## src/rtl/alu_seq.sv

```systemverilog
// alu_seq: issue/collect sequencer for the 2-cycle nibble-serial 8-bit ALU.
// Aligns issue to the ALU phase, holds operands for both nibbles, captures result and ZNHC flags.
module alu_seq (
    input  logic       clock,
    input  logic       reset_n,
    input  logic       start,
    input  logic [2:0] op,
    input  logic [7:0] a,
    input  logic [7:0] b,
    input  logic [3:0] flags_in,
    input  logic       alu_phase,
    input  logic [7:0] alu_out,
    input  logic [3:0] alu_flags,
    output logic [7:0] alu_in_A,
    output logic [7:0] alu_in_B,
    output logic [2:0] alu_op,
    output logic       alu_in_C,
    output logic       busy,
    output logic       done,
    output logic [7:0] result,
    output logic [3:0] flags_out,
    output logic       wb_en,
    output logic [2:0] state_dbg
);

    localparam logic [2:0] OP_SUB = 3'd2;
    localparam logic [2:0] OP_SBC = 3'd3;
    localparam logic [2:0] OP_AND = 3'd4;
    localparam logic [2:0] OP_XOR = 3'd5;
    localparam logic [2:0] OP_OR  = 3'd6;
    localparam logic [2:0] OP_CP  = 3'd7;

    // Handshake: start is sampled on a posedge only while busy=0 (IDLE); the
    // operation is latched there and busy rises the next cycle. done is a
    // one-cycle valid for result/flags_out; no back-pressure, no queueing.
    typedef enum logic [2:0] {
        S_IDLE  = 3'd0,
        S_ALIGN = 3'd1,
        S_LOW   = 3'd2,
        S_HIGH  = 3'd3,
        S_DONE  = 3'd4
    } state_t;

    state_t     state_q;
    state_t     state_d;
    logic       accept;
    logic       is_sub;
    logic       h_fin;
    logic       c_fin;
    logic [3:0] flags_d;
    logic       unused_bits;

    assign unused_bits = ^{flags_in[3:1], alu_flags[2]};

    always_ff @(posedge clock or negedge reset_n) begin
        if (!reset_n) begin
            state_q <= S_IDLE;
        end else begin
            state_q <= state_d;
        end
    end

    // Issuing in a high-phase cycle means the next cycle is already the low
    // phase; otherwise one ALIGN cycle is spent to line up with the ALU.
    always_comb begin
        state_d = state_q;
        accept  = 1'b0;
        case (state_q)
            S_IDLE: begin
                if (start) begin
                    accept  = 1'b1;
                    state_d = alu_phase ? S_LOW : S_ALIGN;
                end
            end
            S_ALIGN: state_d = S_LOW;
            S_LOW:   state_d = S_HIGH;
            S_HIGH:  state_d = S_DONE;
            S_DONE:  state_d = S_IDLE;
            default: state_d = S_IDLE;
        endcase
    end

    // Operand registers only move on acceptance, so the ALU sees stable
    // inputs through both nibble phases and the DONE cycle.
    always_ff @(posedge clock or negedge reset_n) begin
        if (!reset_n) begin
            alu_in_A <= 8'h00;
            alu_in_B <= 8'h00;
            alu_op   <= 3'd0;
            alu_in_C <= 1'b0;
        end else if (accept) begin
            alu_in_A <= a;
            alu_in_B <= b;
            alu_op   <= op;
            alu_in_C <= flags_in[0];
        end
    end

    // Raw ALU carries are borrows for subtracting ops and pass straight through.
    always_comb begin
        is_sub = 1'b0;
        h_fin  = alu_flags[1];
        c_fin  = alu_flags[0];
        case (alu_op)
            OP_SUB, OP_SBC, OP_CP: is_sub = 1'b1;
            OP_AND: begin
                h_fin = 1'b1;
                c_fin = 1'b0;
            end
            OP_XOR, OP_OR: begin
                h_fin = 1'b0;
                c_fin = 1'b0;
            end
            default: begin
                h_fin = alu_flags[1];
                c_fin = alu_flags[0];
            end
        endcase
        flags_d = {alu_flags[3], is_sub, h_fin, c_fin};
    end

    always_ff @(posedge clock or negedge reset_n) begin
        if (!reset_n) begin
            result    <= 8'h00;
            flags_out <= 4'h0;
        end else if (state_q == S_HIGH) begin
            result    <= alu_out;
            flags_out <= flags_d;
        end
    end

    assign busy      = (state_q != S_IDLE);
    assign done      = (state_q == S_DONE);
    assign wb_en     = done && (alu_op != OP_CP);
    assign state_dbg = state_q;

endmodule

```

## config.mk

```make
export PLATFORM = sky130hd
export DESIGN_NAME = alu_seq
export DESIGN_NICKNAME = d
export VERILOG_FILES = /design/src/rtl/alu_seq.sv
export SDC_FILE = /design/constraint.sdc
export NUM_CORES = 1
export LEC_CHECK = 0
export CORE_MARGIN = 2
export CORE_UTILIZATION = 41
export DETAILED_ROUTE_END_ITERATION = 16
export PLACE_DENSITY = 0.87
export SLEW_MARGIN = 20
export SYNTH_ARGS = -nofsm -noshare
export SYNTH_HDL_FRONTEND = slang
export SYNTH_SLANG_ARGS = --single-unit
```

## constraint.sdc

```tcl
create_clock -name clock -period 3.6 [get_ports clock]
set_input_delay 1.08 -clock clock [delete_from_list [all_inputs] [get_ports clock]]
set_output_delay 1.08 -clock clock [all_outputs]
set_load 0.02 [all_outputs]
```

Word-level counts from Yosys, hierarchy flattened
Index checks and enable logic that the tools add are counted.
Widths: inputs -> output; s select.
{ "totals": {"ff_bits": 35, "inputBits": 39, "out_inout_bits": 38, "wordCells": 33} }
{ "op_classes": {"eq_ne": 12, "muxes": 8, "reduce_logical": 6} }
{ "op_table": {"columns": ["operator", "count"], "rows": [
  ["$eq 3x3->1 const B", 5],
  ["$eq 3x2->1 const B", 4],
  ["$pmux 3 s4", 1],
  ["$reduce_or 3->1", 2],
  ["$mux 1", 4],
  ["$eq 3x1->1 const B", 1],
  ["$logic_not 3->1", 1],
  ["$mux 3", 1],
  ["$ne 3x3->1 const B", 1],
  ["$reduce_bool 3->1", 1],
  ["$mux 2", 1],
  ["$ne 2x2->1 const B", 1],
  ["$pmux 1 s2", 1],
  ["$reduce_or 2->1", 1],
  ["$logic_and 1x1->1", 1]
]} }

Depth between registers and ports, before layout
Gate-level depths: netlist of the first run.
{ "logic_depth": {"word_depth": 3, "depth_mapped": 5, "ltp_nobuf": 3} }

Worst setup path after synthesis of the first run
OpenSTA, ideal clock, no wires.
{ "synth_timing": {"path_type": "register -> output", "from": "register state_q[0] (netlist: state_dbg[0])", "to": "output wb_en", "arrival_time_ns": 1.544, "t_required_ns": 2.520, "setup_slack_ns": 0.976, "stages_incl_launch_ff": 4, "n_path_buf": 1, "cell_sequence": "dfrtp_1 buf_2 nor3b_1 and2_1"} }
{ "synth_via": {"elab_chain_len": 2} }
{ "synth_lines": {"columns": ["element", "line", "source"], "rows": [
  ["start: declaration", "44", "state_t state_q;"],
  ["start signal: assignment", "59", "state_q <= state_d;"],
  ["$eq 3x3->1", "133", "assign done = (state_q == S_DONE);"],
  ["named net done", "19", "output logic done,"],
  ["$logic_and 1x1->1", "134", "assign wb_en = done && (alu_op != OP_CP);"],
  ["end: declaration", "22", "output logic wb_en,"]
]} }
The timed path passes the listed nets, and every way through them passes these cells.

Worst setup path after layout of the first run
{ "layout_timing": {"from": "register state_q[0] (netlist: state_dbg[0])", "to": "output wb_en"} }
{ "layout_via": {"elab_chain_len": 2} }
{ "layout_lines": {"columns": ["element", "line"], "rows": [
  ["$eq 3x3->1", "133"],
  ["$logic_and 1x1->1", "134"]
]} }
Every way passes these cells.

==> impl_metrics.py, run 1 <==
metrics = {
    "power": {
        "p_per_area_nw_per_um2": 909.5,
        "ir_worst_vdd_mv": 0.3230,
        "power.switching_w": 0.0007613,
        "leakage_nw": 0.9209,
        "switching_share": 0.3805,
        "internal_power_w": 0.001239,
        "p_seq_frac": 0.368,
        "p_clk_frac": 0.099,
        "comb_power_share": 0.534,
    },
    "global_route": {
        "grt_usage": 0.1748,
        "grt_max_degree": 22,
        "grt_pass1_wl_um": 5106,
        "antenna_found_initial": 0,
        "overflow": 0,
        "grt_pass1_vias": 995,
    },
    "synth": {
        "ys_seq_elements": 35,
        "syn_inst": 94,
        "synth_edf_count": 0,
        "synth_seq_area_share": 0.6318,
        "ys_warn_count": 0,
        "avgSynthCellArea_sq_um": 14.75,
        "async_reset_ff_frac": 1.000,
        "syn_nets": 133,
        "yosysUniqueCellTypes": 18,
        "syn_area_sq_um": 1386,
        "synthFlopType": "dfrtp_1",
    },
    "detailed_routing": {
        "drc": 0,
        "routedWlPerCell_um": 14.49,
        "firstDrtPassIters": 4,
        "totalWireLength_um": 3144,
        "vias_per_cell": 4.719,
        "vias": 1024,
        "drtIter0Drc": 70,
        "antenna_left": 0,
    },
    "floorplan": {
        "die_w_um": 62.15,
        "ioPinCount": 77,
        "rows": 21,
        "initial_core_util": 0.4221,
        "die_y_um": 62.15,
        "dieArea_sq_um": 3863,
        "core_sq_um": 3284,
    },
    "worst_setup_path": {
        "cp.depth": 3,
        "r2r_cells": 3,
        "crit_required_ns": 2.52,
        "critPathBufInv": 1,
        "crit_family": "buffers and inverters",
        "cpPeakStageDelay_ns": 0.60,
        "cp-end-kind": "primary output",
        "crit_type": "reg2out",
        "crit_path_top_delay_cell": "clkdlybuf4s50_1",
        "worst_setup_path_start_kind": "flip-flop",
        "cp.arrival_ns": 1.88,
        "path_cells": "nor3b_1 -> and2_1 -> clkdlybuf4s50_1",
        "cp_max_fo": 8,
    },
    "layout": {
        "final_cell_mix": "72 x clkdlybuf4s50_1, 35 x dfrtp_1, 18 x mux2_1, 10 x mux2_2, 5 x clkbuf_4",
        "final_nets": 209,
        "insertedDiodeCount": 0,
        "area_delta_synth_final_pct": 58.66,
        "drive_gt1_frac": 0.1228,
        "final_common_cell": "clkdlybuf4s50_1",
    },
    "place": {
        "port_buffers": 72,
        "routabilityCongestion": 0.7469,
        "dp_slack_ns": 0.9925,
    },
    "timing": {
        "finalSetupViolCount": 0,
        "final.setup.tns_ns": 0,
        "worstMarginPinSlew_ns": 0.6783,
        "slew_headroom": 0.5464,
        "worst_slack_ns": 0.6385,
        "hold_viol": 0,
        "fin_crit_sh": 0.8226,
        "min_period_ns": 2.961,
        "fin_skew_ns": 0.01039,
        "rsz0062_at_grt": "false",
        "maxSlewViolCount": 0,
        "fmax_mhz": 337.7,
    },
    "hold_path": {
        "hold_depth": 1,
        "hold_path_class": "reg2reg",
    },
    "run_status": {
        "status": "finished clean",
    },
    "flow_run": {
        "drv_cap": 0,
    },
    "clock_network": {
        "cts_tree": "built",
        "cts_max_path_buffers": 2,
        "cts_buffers": 5,
        "clock_latency_ns": 0.34,
        "clock_sinks": 35,
        "cts_root_buffer": "clkbuf_4",
        "ctsResizeCount": 0,
        "ctsHtreeMaxLevel": 2,
        "path_clk_slew_ns": 0.10,
        "cts_setup_buffers": 0,
        "holdBufCountCts": 0,
    },
}
## power groups by stage
stage	registers (W)	logic, W	clock network (W)
global placement	0.000726	0.00105	0
global route	0.000762	0.00113	0.000220
floorplan	0.000954	0.000338	0
finish	0.000736	0.00107	0.000197
CTS	0.000735	0.00108	0.000206
detailed placement	0.000742	0.00108	0
## cells in the mapped netlist (2+ instances only)
cell type  number  share of area
a211oi_1        3          0.016
a21oi_1         2         0.0072
buf_2           3          0.011
buf_4           2          0.011
dfrtp_1        35           0.63
inv_1           4          0.011
mux2_1         18           0.15
mux2_2         10          0.081
nand2_1         4          0.011
nor3b_1         2          0.011
o21ai_0         4          0.014
## metal layers
metal  up-vias  global-route usage  wire length (um)
met1       495              0.2131              1291
met4         0             0.06667                53
met2        44              0.2853              1596
li1        480                   -                 -
met3         5             0.06341               202
met5         -                   0                 0
## worst reg2reg max path: stages, from the launching register on
cell	delay, ns
dfrtp_1	0.50
nor4b_4	0.30
buf_4	0.31
mux2_2	0.37
## logic make-up after synthesis
family / Yosys count / synth area share
AO/OA/AOI/OAI: 10 / 0.04513
multiplexers: 28 / 0.2274
flip-flops: 35 / 0.6318
AND/OR/NAND/NOR: 12 / 0.06317
buffers and inverters: 9 / 0.03248
## worst paths after layout
kind | startpoint | to | slack, ns
hold reg to reg | alu_in_B[1]$_DFFE_PN0P_ | alu_in_B[1]$_DFFE_PN0P_ | 0.49
setup reg to reg | state_dbg[0]$_DFFE_PN0P_ | alu_op[0]$_DFFE_PN0P_ | 2.00
setup / recovery | state_dbg[0]$_DFFE_PN0P_ | wb_en | 0.64
min in group asynchronous | reset_n | flags_out[3]$_DFFE_PN0N_ | 1.14
max in group asynchronous | reset_n | alu_in_B[4]$_DFFE_PN0P_ | 1.71
hold / removal | alu_in_B[1]$_DFFE_PN0P_ | alu_in_B[1]$_DFFE_PN0P_ | 0.49
## per-stage QoR
step	hold WS [ns]	power [W]	util	area [sq um]	instances
2_1_floorplan	0.5828	0.001292	-	1386	94
3_3_place_gp	0.4637	0.001777	0.6545	2150	209
3_5_place_dp	0.4737	0.001822	0.6545	2150	209
4_1_cts	0.4960	0.002025	0.6697	2200	217
5_1_grt	0.5115	0.002111	0.6697	2200	217
6_report	0.4897	0.002001	0.6697	2200	217
## final cells by class
cell class	instances	area (sq um)
tap	46	57.56
timing repair buffer	74	735.7
clock buffer	7	45.04
fill	262	1085
sequential	35	875.8
clock inverter	1	5.005
multi-input combinational	50	465.4
inverter	4	15.01
## flip-flops by register name, indices dropped and copies added, names as in the netlist
signal,count
result,8
state_dbg,3
alu_op,3
alu_in_B,8
flags_out,4
alu_in_C,1
alu_in_A,8
Power figures use the tool's default switching activity.
==> run 2, diff against run 1 <==
Settings changed: CORE_UTILIZATION 41 to 34, PLACE_DENSITY 0.87 to 0.77.
Clock period 3.6 ns to 2.6 ns, I/O delays scaled along.
==> run 2 against run 1 <==
Against the previous run: global-route usage down 1.3 points; largest power group unchanged; register-to-register slack worse by 0.90 ns; clock power up 87%; power up 45%; sequential cell count unchanged; first-iteration DRC count down 73%; combinational power up 40%; final area up 1.9%; hold slack worse by 0.0045 ns; count of clock-buffer cells in the layout unchanged; critical path depth unchanged.
==> impl_metrics.py, run 2 (synthesis gave the netlist of run 1 again) <==
metrics = {
    "worst_setup_path": {
        "path_cells": "nor3b_2 -> and2_1 -> clkdlybuf4s50_1",
        "crit_family": "buffers and inverters",
        "crit_required_ns": 1.82,
        "critPathBufInv": 1,
        "cp_max_fo": 8,
        "cp-end-kind": "primary output",
        "crit_path_top_delay_cell": "clkdlybuf4s50_1",
        "crit_type": "reg2out",
        "cp.arrival_ns": 1.72,
        "worst_setup_path_start_kind": "flip-flop",
        "cpPeakStageDelay_ns": 0.59,
    },
    "timing": {
        "rsz0062_at_grt": "false",
        "final.setup.tns_ns": 0,
        "slew_headroom": 0.4952,
        "worstMarginPinSlew_ns": 0.7572,
        "hold_viol": 0,
        "fin_crit_sh": 0.9635,
        "fin_skew_ns": 0.004857,
        "worst_slack_ns": 0.09500,
        "maxSlewViolCount": 0,
        "fmax_mhz": 399.2,
        "min_period_ns": 2.505,
        "finalSetupViolCount": 0,
        "holdWs_ns": 0.4852,
    },
    "layout": {
        "design_area_sq_um": 2242,
        "drive_gt1_frac": 0.1353,
        "fillCellCount": 345,
        "insertedDiodeCount": 0,
        "final_nets": 208,
        "final_common_cell": "clkdlybuf4s50_1",
        "multi_input_area_sq_um": 470.5,
        "area_delta_synth_final_pct": 61.73,
        "final_cells": 220,
        "reg_top3": "alu_in_A (8), alu_in_B (8), result (8)",
        "final_cell_mix": "71 x clkdlybuf4s50_1, 34 x dfrtp_1, 18 x mux2_1, 10 x mux2_2, 5 x clkbuf_8",
        "register_area_sq_um": 877.1,
    },
    "clock_network": {
        "cts_max_path_buffers": 2,
        "cts_setup_buffers": 0,
        "ctsResizeCount": 1,
        "cts_tree": "built",
        "path_clk_slew_ns": 0.07,
        "cts_buffers": 5,
        "holdBufCountCts": 0,
        "cts_root_buffer": "clkbuf_8",
        "ctsHtreeMaxLevel": 2,
        "clock_latency_ns": 0.28,
        "clock_sinks": 35,
    },
    "global_route": {
        "grt_pass1_wl_um": 5319,
        "grt_pass1_vias": 1112,
        "antenna_found_initial": 0,
        "grt_max_degree": 36,
        "grt_usage": 0.1614,
        "overflow": 0,
    },
    "power": {
        "p_per_area_nw_per_um2": 1294,
        "leakage_nw": 0.9326,
        "ir_worst_vdd_mv": 0.7105,
    },
    "floorplan": {
        "rows": 23,
        "dieArea_sq_um": 4604,
        "initial_core_util": 0.3491,
        "die_y_um": 67.86,
        "ioPinCount": 77,
        "die_w_um": 67.86,
        "core_sq_um": 3971,
    },
    "hold_path": {
        "hold_path_class": "reg2reg",
    },
    "detailed_routing": {
        "drc": 0,
        "drtIter0Drc": 19,
        "antenna_left": 0,
        "vias_per_cell": 4.655,
        "firstDrtPassIters": 4,
        "routedWlPerCell_um": 14.90,
        "totalWireLength_um": 3277,
        "vias": 1024,
    },
    "run_status": {
        "status": "finished clean",
    },
    "place": {
        "port_buffers": 72,
        "place_area_sq_um": 2155,
        "dp_cells": 212,
        "dp_slack_ns": 0.3086,
        "routabilityCongestion": 0.6159,
        "hpwl_um": 2491,
    },
    "flow_run": {
        "drv_cap": 0,
    },
}
-- run 2: power by group --
| group | internal [W] | total (W) | switching (W) |
|---|---|---|---|
| clock network | 0.000188 | 0.000369 | 0.000181 |
| logic | 0.000802 | 0.00150 | 0.000698 |
| registers | 0.000825 | 0.00103 | 0.000207 |
-- run 2: cell type report --
type,count,area share
clock buffer,7,0.03404
clock inverter,1,0.002232
inverter,4,0.006696
multi-input combinational,50,0.2098
sequential,35,0.3912
tap,50,0.02790
timing repair buffer,73,0.3281
-- run 2: path summary, 6_finish.rpt --
kind,slack [ns],startpoint,end,cells past startpoint
max,0.1,state_dbg[1]$_DFFE_PN0P_,wb_en,3
min,0.49,alu_in_B[3]$_DFFE_PN0P_,alu_in_B[3]$_DFFE_PN0P_,1
max reg2reg,1.10,state_dbg[1]$_DFFE_PN0P_,alu_op[1]$_DFFE_PN0P_,3
min reg2reg,0.49,alu_in_B[3]$_DFFE_PN0P_,alu_in_B[3]$_DFFE_PN0P_,1
max in group asynchronous,1.51,reset_n,state_dbg[0]$_DFFE_PN0P_,1
min in group asynchronous,0.57,reset_n,result[1]$_DFFE_PN0N_,1
-- run 2: per-layer routing --
metal / GRT usage / routed length [um] / vias to the layer above
met1: 0.1704 / 1156 / 504
met3: 0.06908 / 248 / 6
met4: 0.06000 / 44 / 0
li1: - / - / 474
met2: 0.2855 / 1828 / 40
met5: 0 / 0 / -
-- run 2: worst register-to-register path, cell delays in order (launching register included) --
cell and delay [ns]:
dfrtp_1 0.49, nor4b_4 0.34, buf_12 0.20, mux2_1 0.35
-- run 2: through the flow --
stage                 util  total power [W]
floorplan                -         0.001789
global placement    0.5425         0.002485
detailed placement  0.5425         0.002557
CTS                 0.5643         0.002945
global route        0.5646         0.003092
finish              0.5646         0.002901
==> run 3, diff against run 2 <==
Settings changed: SETUP_SLACK_MARGIN set to 0.5.
==> run 3 against run 2 <==
Against the previous run: power up 4.0%; sequential share of layout area down 0.79 points; final cell count up 2.3%; routed wire length down 1.4%; critical path type unchanged.
==> impl_metrics.py, run 3 (synthesis gave the netlist of run 1 again) <==
metrics = {
    "worst_setup_path": {
        "worst_setup_path_start_kind": "flip-flop",
        "crit_path_top_delay_cell": "dfrtp_2",
        "cpPeakStageDelay_ns": 0.43,
        "reg2reg_slack_ns": 1.01,
        "crit_required_ns": 1.82,
        "crit_type": "reg2out",
        "r2r-end": "alu_op[0]$_DFFE_PN0P_",
        "path_cells": "nor3b_2 -> dlygate4sd2_1",
        "cp.arrival_ns": 1.26,
        "cp_max_fo": 4,
        "cp-end-kind": "primary output",
        "r2r_cells": 4,
        "rr_startpoint": "state_dbg[0]$_DFFE_PN0P_",
    },
    "hold_path": {
        "min_to": "alu_in_A[1]$_DFFE_PN0P_",
        "hp-start": "alu_in_A[1]$_DFFE_PN0P_",
        "hold_depth": 1,
        "hold_path_class": "reg2reg",
    },
    "floorplan": {
        "dieArea_sq_um": 4604,
        "rows": 23,
        "ioPinCount": 77,
        "die_w_um": 67.86,
        "die_y_um": 67.86,
        "initial_core_util": 0.3491,
        "core_sq_um": 3971,
    },
    "timing": {
        "rsz0062_at_grt": "false",
        "slew_headroom": 0.4862,
        "final.setup.tns_ns": 0,
        "fmax_mhz": 491.2,
        "hold_viol": 0,
        "min_period_ns": 2.036,
        "worstMarginPinSlew_ns": 0.7707,
        "fin_skew_ns": 0.005843,
        "fin_crit_sh": 0.7830,
        "finalSetupViolCount": 0,
        "maxSlewViolCount": 0,
    },
    "power": {
        "internal_power_w": 0.001930,
        "power.switching_w": 0.001087,
        "leakage_nw": 1.007,
        "switching_share": 0.3603,
        "p_per_area_nw_per_um2": 1315,
        "p_clk_frac": 0.164,
        "ir_worst_vdd_mv": 0.5896,
        "comb_power_share": 0.505,
        "p_seq_frac": 0.332,
    },
    "layout": {
        "area_delta_synth_final_pct": 65.52,
        "final_nets": 213,
        "insertedDiodeCount": 0,
        "final_common_cell": "clkdlybuf4s50_1",
        "design_area_sq_um": 2295,
        "drive_gt1_frac": 0.1943,
        "final_cells": 225,
        "fin_util": 0.5778,
        "final_cell_mix": "62 x clkdlybuf4s50_1, 32 x dfrtp_1, 18 x mux2_1, 10 x mux2_2",
        "reg_top3": "alu_in_A (8), alu_in_B (8), result (8)",
    },
    "detailed_routing": {
        "antenna_left": 0,
        "dr.max_layer_used": "met4",
        "vias": 1031,
        "drc": 0,
        "totalWireLength_um": 3230,
        "routedWlPerCell_um": 14.36,
        "met3WireLength_um": 230,
        "vias_per_cell": 4.582,
        "wl_met2_um": 1749,
        "firstDrtPassIters": 4,
        "wl_met1_um": 1195,
        "drtIter0Drc": 45,
    },
    "clock_network": {
        "clock_sinks": 35,
        "holdBufCountCts": 0,
        "cts_max_path_buffers": 2,
        "cts_tree": "built",
        "clock_latency_ns": 0.28,
        "ctsHtreeMaxLevel": 2,
        "cts_root_buffer": "clkbuf_8",
        "cts_buffers": 5,
        "path_clk_slew_ns": 0.06,
    },
    "flow_run": {
        "drv_cap": 0,
    },
    "place": {
        "dp_cells": 213,
        "hpwl_um": 2383,
        "place_area_sq_um": 2155,
        "port_buffers": 72,
        "routabilityCongestion": 0.6139,
    },
    "global_route": {
        "grt_pass1_vias": 1062,
        "overflow": 0,
        "antenna_found_initial": 0,
        "grt_max_degree": 36,
        "grt_usage": 0.1408,
        "grt_pass1_wl_um": 4643,
    },
    "run_status": {
        "status": "finished clean",
    },
}
run 3: changes by cell type in the layout (fill, tap and decap cells not counted), sizes merged:
cell           change
bufinv             +1
dlygate4sd2        +5
buf                +7
clkbuf             -1
dlymetal6s2s       +2
clkdlybuf4s50      -9
run 3: power groups by stage:
stage	Clock (W)	Combinational, W	Sequential, W
CTS	0.000512	0.00153	0.00101
global placement	0	0.00146	0.00101
detailed placement	0	0.00150	0.00104
finish	0.000495	0.00152	0.00100
global route	0.000547	0.00163	0.00103
floorplan	0	0.000472	0.00132
run 3: per-stage QoR:
stage	hold WS [ns]	total power (W)	worst slack, ns
floorplan	0.4844	0.001793	0.5145
global placement	0.4643	0.002472	0.3630
detailed placement	0.4780	0.002543	0.3441
CTS	0.4929	0.003044	0.4855
global route	0.5104	0.003207	0.5059
finish	0.4873	0.003017	0.5642
run 3: worst max-delay path by stage:
stage	start	end	slack [ns]	cells past startpoint
after floorplan	state_dbg[0]$_DFFE_PN0P_	wb_en	0.51	3
after global placement	start	alu_op[0]$_DFFE_PN0P_	0.36	4
after detailed placement	state_dbg[0]$_DFFE_PN0P_	wb_en	0.34	3
after CTS	state_dbg[2]$_DFFE_PN0P_	wb_en	0.49	3
after global routing	state_dbg[0]$_DFFE_PN0P_	done	0.51	2
final	state_dbg[0]$_DFFE_PN0P_	done	0.56	2
run 3: layout make-up:
class | count | area [sq um]
Clock buffer | 6 | 82.58
Clock inverter | 2 | 35.03
Fill cell | 317 | 1677
Inverter | 4 | 15.01
Multi-Input combinational cell | 50 | 470.5
Sequential cell | 35 | 879.6
Tap cell | 50 | 62.56
Timing Repair Buffer | 78 | 749.5
run 3: layer usage:
layer,GRT usage,up-vias
met5,0,-
met4,0.06000,0
met3,0.04934,6
met2,0.2623,44
met1,0.1407,494
li1,-,487
run 3: repair_timing:
item	in CTS	in global routing
buffers inserted	2	2
endpoints found under the setup margin	9	4
resized for setup	15	3
run 3: critical path: cells and delay by family, from the launching register on:
kind | cells | cell delay [ns]
flops | 1 | 0.43
buf+inv | 1 | 0.36
simple gates | 1 | 0.19
